==> src/rtl/uart_rx_os16.sv <==
// 16x-oversampling UART receiver: 5-8 data bits, optional parity, 1 or 2 stop bits.
// Received bytes go to a write port; parity/framing/overrun errors are one-cycle pulses.
module uart_rx_os16 #(
    parameter int DIVISOR = 326
) (
    input  logic       clk,
    input  logic       rst,
    input  logic       rx,
    input  logic [3:0] num_data_bits,
    input  logic       stop_bits,
    input  logic [1:0] parity,
    output logic [7:0] rx_data,
    output logic       rx_wren,
    input  logic       rx_full,
    output logic       rx_busy,
    output logic       parity_error,
    output logic       framing_error,
    output logic       overrun_error
);

    localparam int PW = (DIVISOR > 1) ? $clog2(DIVISOR) : 1;

    typedef enum logic [2:0] {
        S_IDLE,
        S_START,
        S_DATA,
        S_PARITY,
        S_STOP,
        S_DONE,
        S_BREAK
    } state_t;

    state_t          state_q, state_d;
    logic            sync1_q, rxs_q, rxs_prev_q;
    logic [PW-1:0]   pre_q, pre_d;
    logic [3:0]      sub_q, sub_d;
    logic            samp7_q, samp7_d, samp8_q, samp8_d;
    logic [3:0]      nbits_q, nbits_d;
    logic            par_en_q, par_en_d, par_odd_q, par_odd_d, stop2_q, stop2_d;
    logic [2:0]      bit_cnt_q, bit_cnt_d;
    logic [7:0]      shift_q, shift_d;
    logic            ones_q, ones_d, perr_q, perr_d, ferr_q, ferr_d;

    logic            det, tick, decide, bit_val, par_total;

    assign det     = (state_q == S_IDLE) && rxs_prev_q && !rxs_q;
    assign tick    = (pre_q == PW'(DIVISOR - 1));
    assign decide  = tick && (sub_q == 4'd8);
    assign bit_val = (samp7_q & samp8_q) | (samp7_q & rxs_q) | (samp8_q & rxs_q);
    // Running parity over data plus the parity bit itself; 1 means an odd ones count.
    assign par_total = ones_q ^ bit_val;

    always_ff @(posedge clk or posedge rst) begin
        if (rst) begin
            sync1_q    <= 1'b1;
            rxs_q      <= 1'b1;
            rxs_prev_q <= 1'b1;
            state_q    <= S_IDLE;
            pre_q      <= '0;
            sub_q      <= '0;
            samp7_q    <= 1'b1;
            samp8_q    <= 1'b1;
            nbits_q    <= 4'd8;
            par_en_q   <= 1'b0;
            par_odd_q  <= 1'b0;
            stop2_q    <= 1'b0;
            bit_cnt_q  <= '0;
            shift_q    <= '0;
            ones_q     <= 1'b0;
            perr_q     <= 1'b0;
            ferr_q     <= 1'b0;
        end else begin
            sync1_q    <= rx;
            rxs_q      <= sync1_q;
            rxs_prev_q <= rxs_q;
            state_q    <= state_d;
            pre_q      <= pre_d;
            sub_q      <= sub_d;
            samp7_q    <= samp7_d;
            samp8_q    <= samp8_d;
            nbits_q    <= nbits_d;
            par_en_q   <= par_en_d;
            par_odd_q  <= par_odd_d;
            stop2_q    <= stop2_d;
            bit_cnt_q  <= bit_cnt_d;
            shift_q    <= shift_d;
            ones_q     <= ones_d;
            perr_q     <= perr_d;
            ferr_q     <= ferr_d;
        end
    end

    always_comb begin
        state_d   = state_q;
        pre_d     = tick ? '0 : pre_q + PW'(1);
        sub_d     = tick ? sub_q + 4'd1 : sub_q;
        samp7_d   = (tick && sub_q == 4'd6) ? rxs_q : samp7_q;
        samp8_d   = (tick && sub_q == 4'd7) ? rxs_q : samp8_q;
        nbits_d   = nbits_q;
        par_en_d  = par_en_q;
        par_odd_d = par_odd_q;
        stop2_d   = stop2_q;
        bit_cnt_d = bit_cnt_q;
        shift_d   = shift_q;
        ones_d    = ones_q;
        perr_d    = perr_q;
        ferr_d    = ferr_q;

        case (state_q)
            S_IDLE: begin
                if (det) begin
                    state_d   = S_START;
                    pre_d     = '0;
                    sub_d     = '0;
                    nbits_d   = (num_data_bits >= 4'd5 && num_data_bits <= 4'd8) ? num_data_bits : 4'd8;
                    par_en_d  = (parity == 2'd1) || (parity == 2'd2);
                    par_odd_d = (parity == 2'd2);
                    stop2_d   = stop_bits;
                    bit_cnt_d = '0;
                    shift_d   = '0;
                    ones_d    = 1'b0;
                    perr_d    = 1'b0;
                    ferr_d    = 1'b0;
                end
            end
            S_START: begin
                if (decide) begin
                    state_d = bit_val ? S_IDLE : S_DATA;
                end
            end
            S_DATA: begin
                if (decide) begin
                    shift_d   = {bit_val, shift_q[7:1]};
                    ones_d    = ones_q ^ bit_val;
                    bit_cnt_d = bit_cnt_q + 3'd1;
                    if (bit_cnt_q == 3'(nbits_q - 4'd1)) begin
                        bit_cnt_d = '0;
                        state_d   = par_en_q ? S_PARITY : S_STOP;
                    end
                end
            end
            S_PARITY: begin
                if (decide) begin
                    perr_d  = par_total ^ par_odd_q;
                    state_d = S_STOP;
                end
            end
            S_STOP: begin
                if (decide) begin
                    if (!bit_val) begin
                        ferr_d = 1'b1;
                    end
                    if (stop2_q && bit_cnt_q == 3'd0) begin
                        bit_cnt_d = 3'd1;
                    end else begin
                        state_d = S_DONE;
                    end
                end
            end
            // A line still low after the frame is a break; park until it releases.
            S_DONE:  state_d = rxs_q ? S_IDLE : S_BREAK;
            S_BREAK: state_d = rxs_q ? S_IDLE : S_BREAK;
            default: state_d = S_IDLE;
        endcase
    end

    always_comb begin
        rx_wren       = 1'b0;
        rx_data       = '0;
        parity_error  = 1'b0;
        framing_error = 1'b0;
        overrun_error = 1'b0;
        rx_busy       = (state_q != S_IDLE);
        if (state_q == S_DONE) begin
            rx_wren       = !rx_full;
            rx_data       = shift_q >> (4'd8 - nbits_q);
            parity_error  = perr_q;
            framing_error = ferr_q;
            overrun_error = rx_full;
        end
    end

endmodule

==> config.mk <==
export PLATFORM = sky130hd
export DESIGN_NAME = uart_rx_os16
export DESIGN_NICKNAME = d
export VERILOG_FILES = /design/src/rtl/uart_rx_os16.sv
export SDC_FILE = /design/constraint.sdc
export NUM_CORES = 1
export LEC_CHECK = 0
export ABC_AREA = 1
export CORE_MARGIN = 5
export CORE_UTILIZATION = 43
export DETAILED_ROUTE_END_ITERATION = 12
export GPL_ROUTABILITY_DRIVEN = 1
export PLACE_DENSITY = 0.6
export SETUP_SLACK_MARGIN = 0.5
export SLEW_MARGIN = 20
export SYNTH_ARGS = -nofsm -noshare
export SYNTH_HDL_FRONTEND = slang
export SYNTH_SLANG_ARGS = --single-unit
==> constraint.sdc <==
create_clock -name clk -period 4.1 [get_ports clk]
set_clock_uncertainty 0.05 [all_clocks]
set_input_delay 0.615 -clock clk [delete_from_list [all_inputs] [get_ports clk]]
set_output_delay 0.615 -clock clk [all_outputs]
set_load 0.05 [all_outputs]
==> results.toml <==
[clocking]
numCtsBuffers = 5
clock_latency_ns = 0.29
htreeDepth = 2
cts_tree = "done"
cts_hold_buf = 0
cts-root-buf = "clkbuf_8"
cts.path.max_buffers = 2
clk_pin_slew_ns = 0.08
clock-sinks = 42

[floorplan]
die_area_mm2 = 0.007613
die_w_um = 87.25
fp-row-count = 28
core_area_mm2 = 0.005851
io_pins = 24
start_util_pct = 43.86
die_h_um = 87.25

[critical_path]
cp_slowest_stage_delay_ns = 0.81
critPathRequiredTime_ns = 3.43
rrSetupSlack_ns = 1.97
critPathArrivalTime_ns = 2.73
startpoint = "nbits_q[0]"
worstSetupStartpointType = "register"
slowest_stage = "clkdlybuf4s50_1"
r2r-end = "state_q[2]"
rr_worst_depth = 9
cp_max_fo = 16
r2r_start = "nbits_q[0]"
worstSetupEndpointType = "primary output"
critical_path_class = "reg -> out"
path_cells = "inv_2 > ha_1 > inv_1 > mux2i_1 > nor2_1 > clkdlybuf4s50_1"
crit_end = "rx_data[4]"

[detailed_routing]
dr.pass1.iters = 4
drt_iter0_drc = 95
drc = 0
viasPerCell = 4.937
drt-total-wl_um = 5191
vias = 2128
wl_per_cell_um = 12.04
ant_nets = 0

[logic_synthesis]
seq_area_frac_synth_pct = 41.25
synth.top_cell.area_share_pct = 35.10
synth_fp_nets = 351
synth_area_mm2 = 0.002566
synth_edf_count = 0
syn_inst = 330
synth_area_leaders = "dfrtp_1, nand2_1, dfstp_2, inv_1, nand3_1"
synth_area_per_cell_um2 = 7.776
async_reset_ff_share_pct = 100.0
netlist-cell-type-count = 41
yosysWarningCount = 0
synth_commonest_cells = "nand2_1, inv_1, dfrtp_1, nor2_1, nand3_1"
synth_flop_cell = "dfrtp_1"
ys_ff_latch = 42
synth_top_cell_by_area = "dfrtp_1"
synth.most_common_cell = "nand2_1"

[power_and_ir_drop]
ir_drop_mv = 0.2876
p_per_area_mw_per_mm2 = 581.0
power.leakage_nw = 1.454

[timing]
grt_setup_unrepaired = "false"
slew_violations = 0
worstMarginPinSlew_ns = 0.9557
finalCritPeriodShare_pct = 82.75
finalHoldViolations = 0
setup_viol = 0
worst_slack_ns = 0.7074
slew_headroom_pct = 36.22
min_period_ns = 3.393
finalSetupTns_ns = 0
fmax_mhz = 294.8

[hold_path]
hold_path.class = "reg -> reg"

[place]
gp_congestion = 0.8470
hpwl_um = 3865
portBuffers = 23
pre_cts_ws_ns = 0.7571

[run_status]
status = "complete, no violations"

[layout]
nets = 376
area_delta_synth_final_pct = 15.26
diodes = 0
drive_above_1_share_pct = 11.80

[global_routing]
grt_util_all_layers_pct = 14.48
grt_first_pass_wirelength_um = 8845
gr-total-overflow = 0
antenna_found_initial = 0
grt_max_degree = 26
grt_pass1_vias = 2033

[job]
drv_cap = 0
-- critical path, delay by kind of cell (launching register included) --
| kind | cells | cell delay (ns) |
|---|---|---|
| adder cells (fa/ha/maj) | 1 | 0.47 |
| buffers and inverters | 3 | 1.11 |
| multiplexers | 1 | 0.16 |
| flip-flops | 1 | 0.59 |
| AND/OR/NAND/NOR | 1 | 0.12 |
-- placed cells by master, fill, tap and decap left out, types with 2 or more instances in the layout --
cell type | Yosys | layout
clkinv_2 | 1 | 2
nor3_1 | 6 | 6
nand4_1 | 4 | 4
o21ai_1 | 8 | 8
nor3b_1 | 2 | 2
dfstp_2 | 6 | 6
dlygate4sd2_1 | 0 | 2
nor2_1 | 29 | 29
nor2_2 | 3 | 3
and3_1 | 2 | 2
ha_1 | 10 | 10
nand3_2 | 5 | 5
nand2_1 | 78 | 78
nand2_4 | 4 | 4
clkbuf_8 | 0 | 6
a21oi_1 | 11 | 11
xor2_1 | 4 | 3
xnor2_1 | 2 | 2
nor2_4 | 3 | 3
inv_2 | 6 | 6
dlymetal6s2s_1 | 0 | 3
a31oi_1 | 2 | 2
nand3_1 | 27 | 27
inv_1 | 39 | 39
dfrtp_1 | 36 | 36
o21ai_0 | 20 | 20
o211ai_1 | 2 | 2
clkdlybuf4s50_1 | 0 | 18
-- final cells by class --
type	count	area (um^2)
fill	567	2893
multi-input combinational	236	1294
sequential	42	1059
timing repair buffer	24	242.7
inverter	46	173.9
tap	75	93.84
clock buffer	6	82.58
clock inverter	2	12.51
-- how the worst min path moves through the flow --
stage | slack (ns) | from | end | cells after the start
final | 0.31 | sync1_q | rxs_q | 0
after global routing | 0.31 | sync1_q | rxs_q | 0
after CTS | 0.31 | sync1_q | rxs_q | 0
after detailed placement | 0.30 | sync1_q | rxs_q | 0
after global placement | 0.30 | sync1_q | rxs_q | 0
after floorplan | 0.30 | sync1_q | rxs_q | 0
-- what timing repair did --
item | in CTS | in global routing
gates resized for setup | 2 | 4
endpoints found under the setup margin | 2 | 6
buffers inserted | 0 | 0
-- power by group --
group          total, mW  leakage, nW  internal [mW]  switching [mW]
clock              0.278       0.0472          0.135           0.142
combinational      0.836        0.867          0.300           0.537
sequential         0.604        0.539          0.507          0.0975
total               1.72         1.45          0.942           0.777
-- metal layers --
| metal | track usage, % | up-vias | part of all wire (%) |
|---|---|---|---|
| li1 | - | 1120 | - |
| met1 | 18.55 | 972 | 48 |
| met2 | 24.52 | 32 | 47 |
| met3 | 2.933 | 4 | 3.9 |
| met4 | 4.324 | 0 | 0.94 |
| met5 | 0 | - | 0 |
-- registers in the layout (all words and copies together), names as in the netlist, 3 cells and up --
signal / count
state_q: 3
pre_q: 9
nbits_q: 4
sub_q: 4
bit_cnt_q: 3
shift_q: 8
-- cells by family after synthesis --
| family | after synthesis | share of synthesized area, % |
|---|---|---|
| compound gates | 49 | 10.58 |
| xor+xnor | 6 | 2.048 |
| flops | 42 | 41.25 |
| simple gates | 169 | 31.84 |
| buf+inv | 52 | 8.629 |
| mux | 1 | 0.3901 |
| fa+ha+maj | 11 | 5.266 |
-- per-stage QoR --
stage	instances	power [mW]	instance area (um^2)	util, %	hold slack (ns)
3_5_place_dp	423	1.439	2850	48.72	0.2972
4_1_cts	431	1.724	2943	50.30	0.3095
2_1_floorplan	330	1.287	2566	-	0.2952
6_report	431	1.718	2958	50.56	0.3078
5_1_grt	431	1.865	2958	50.56	0.3118
3_3_place_gp	423	1.435	2850	48.72	0.2957
Power figures use the tool's default switching activity.
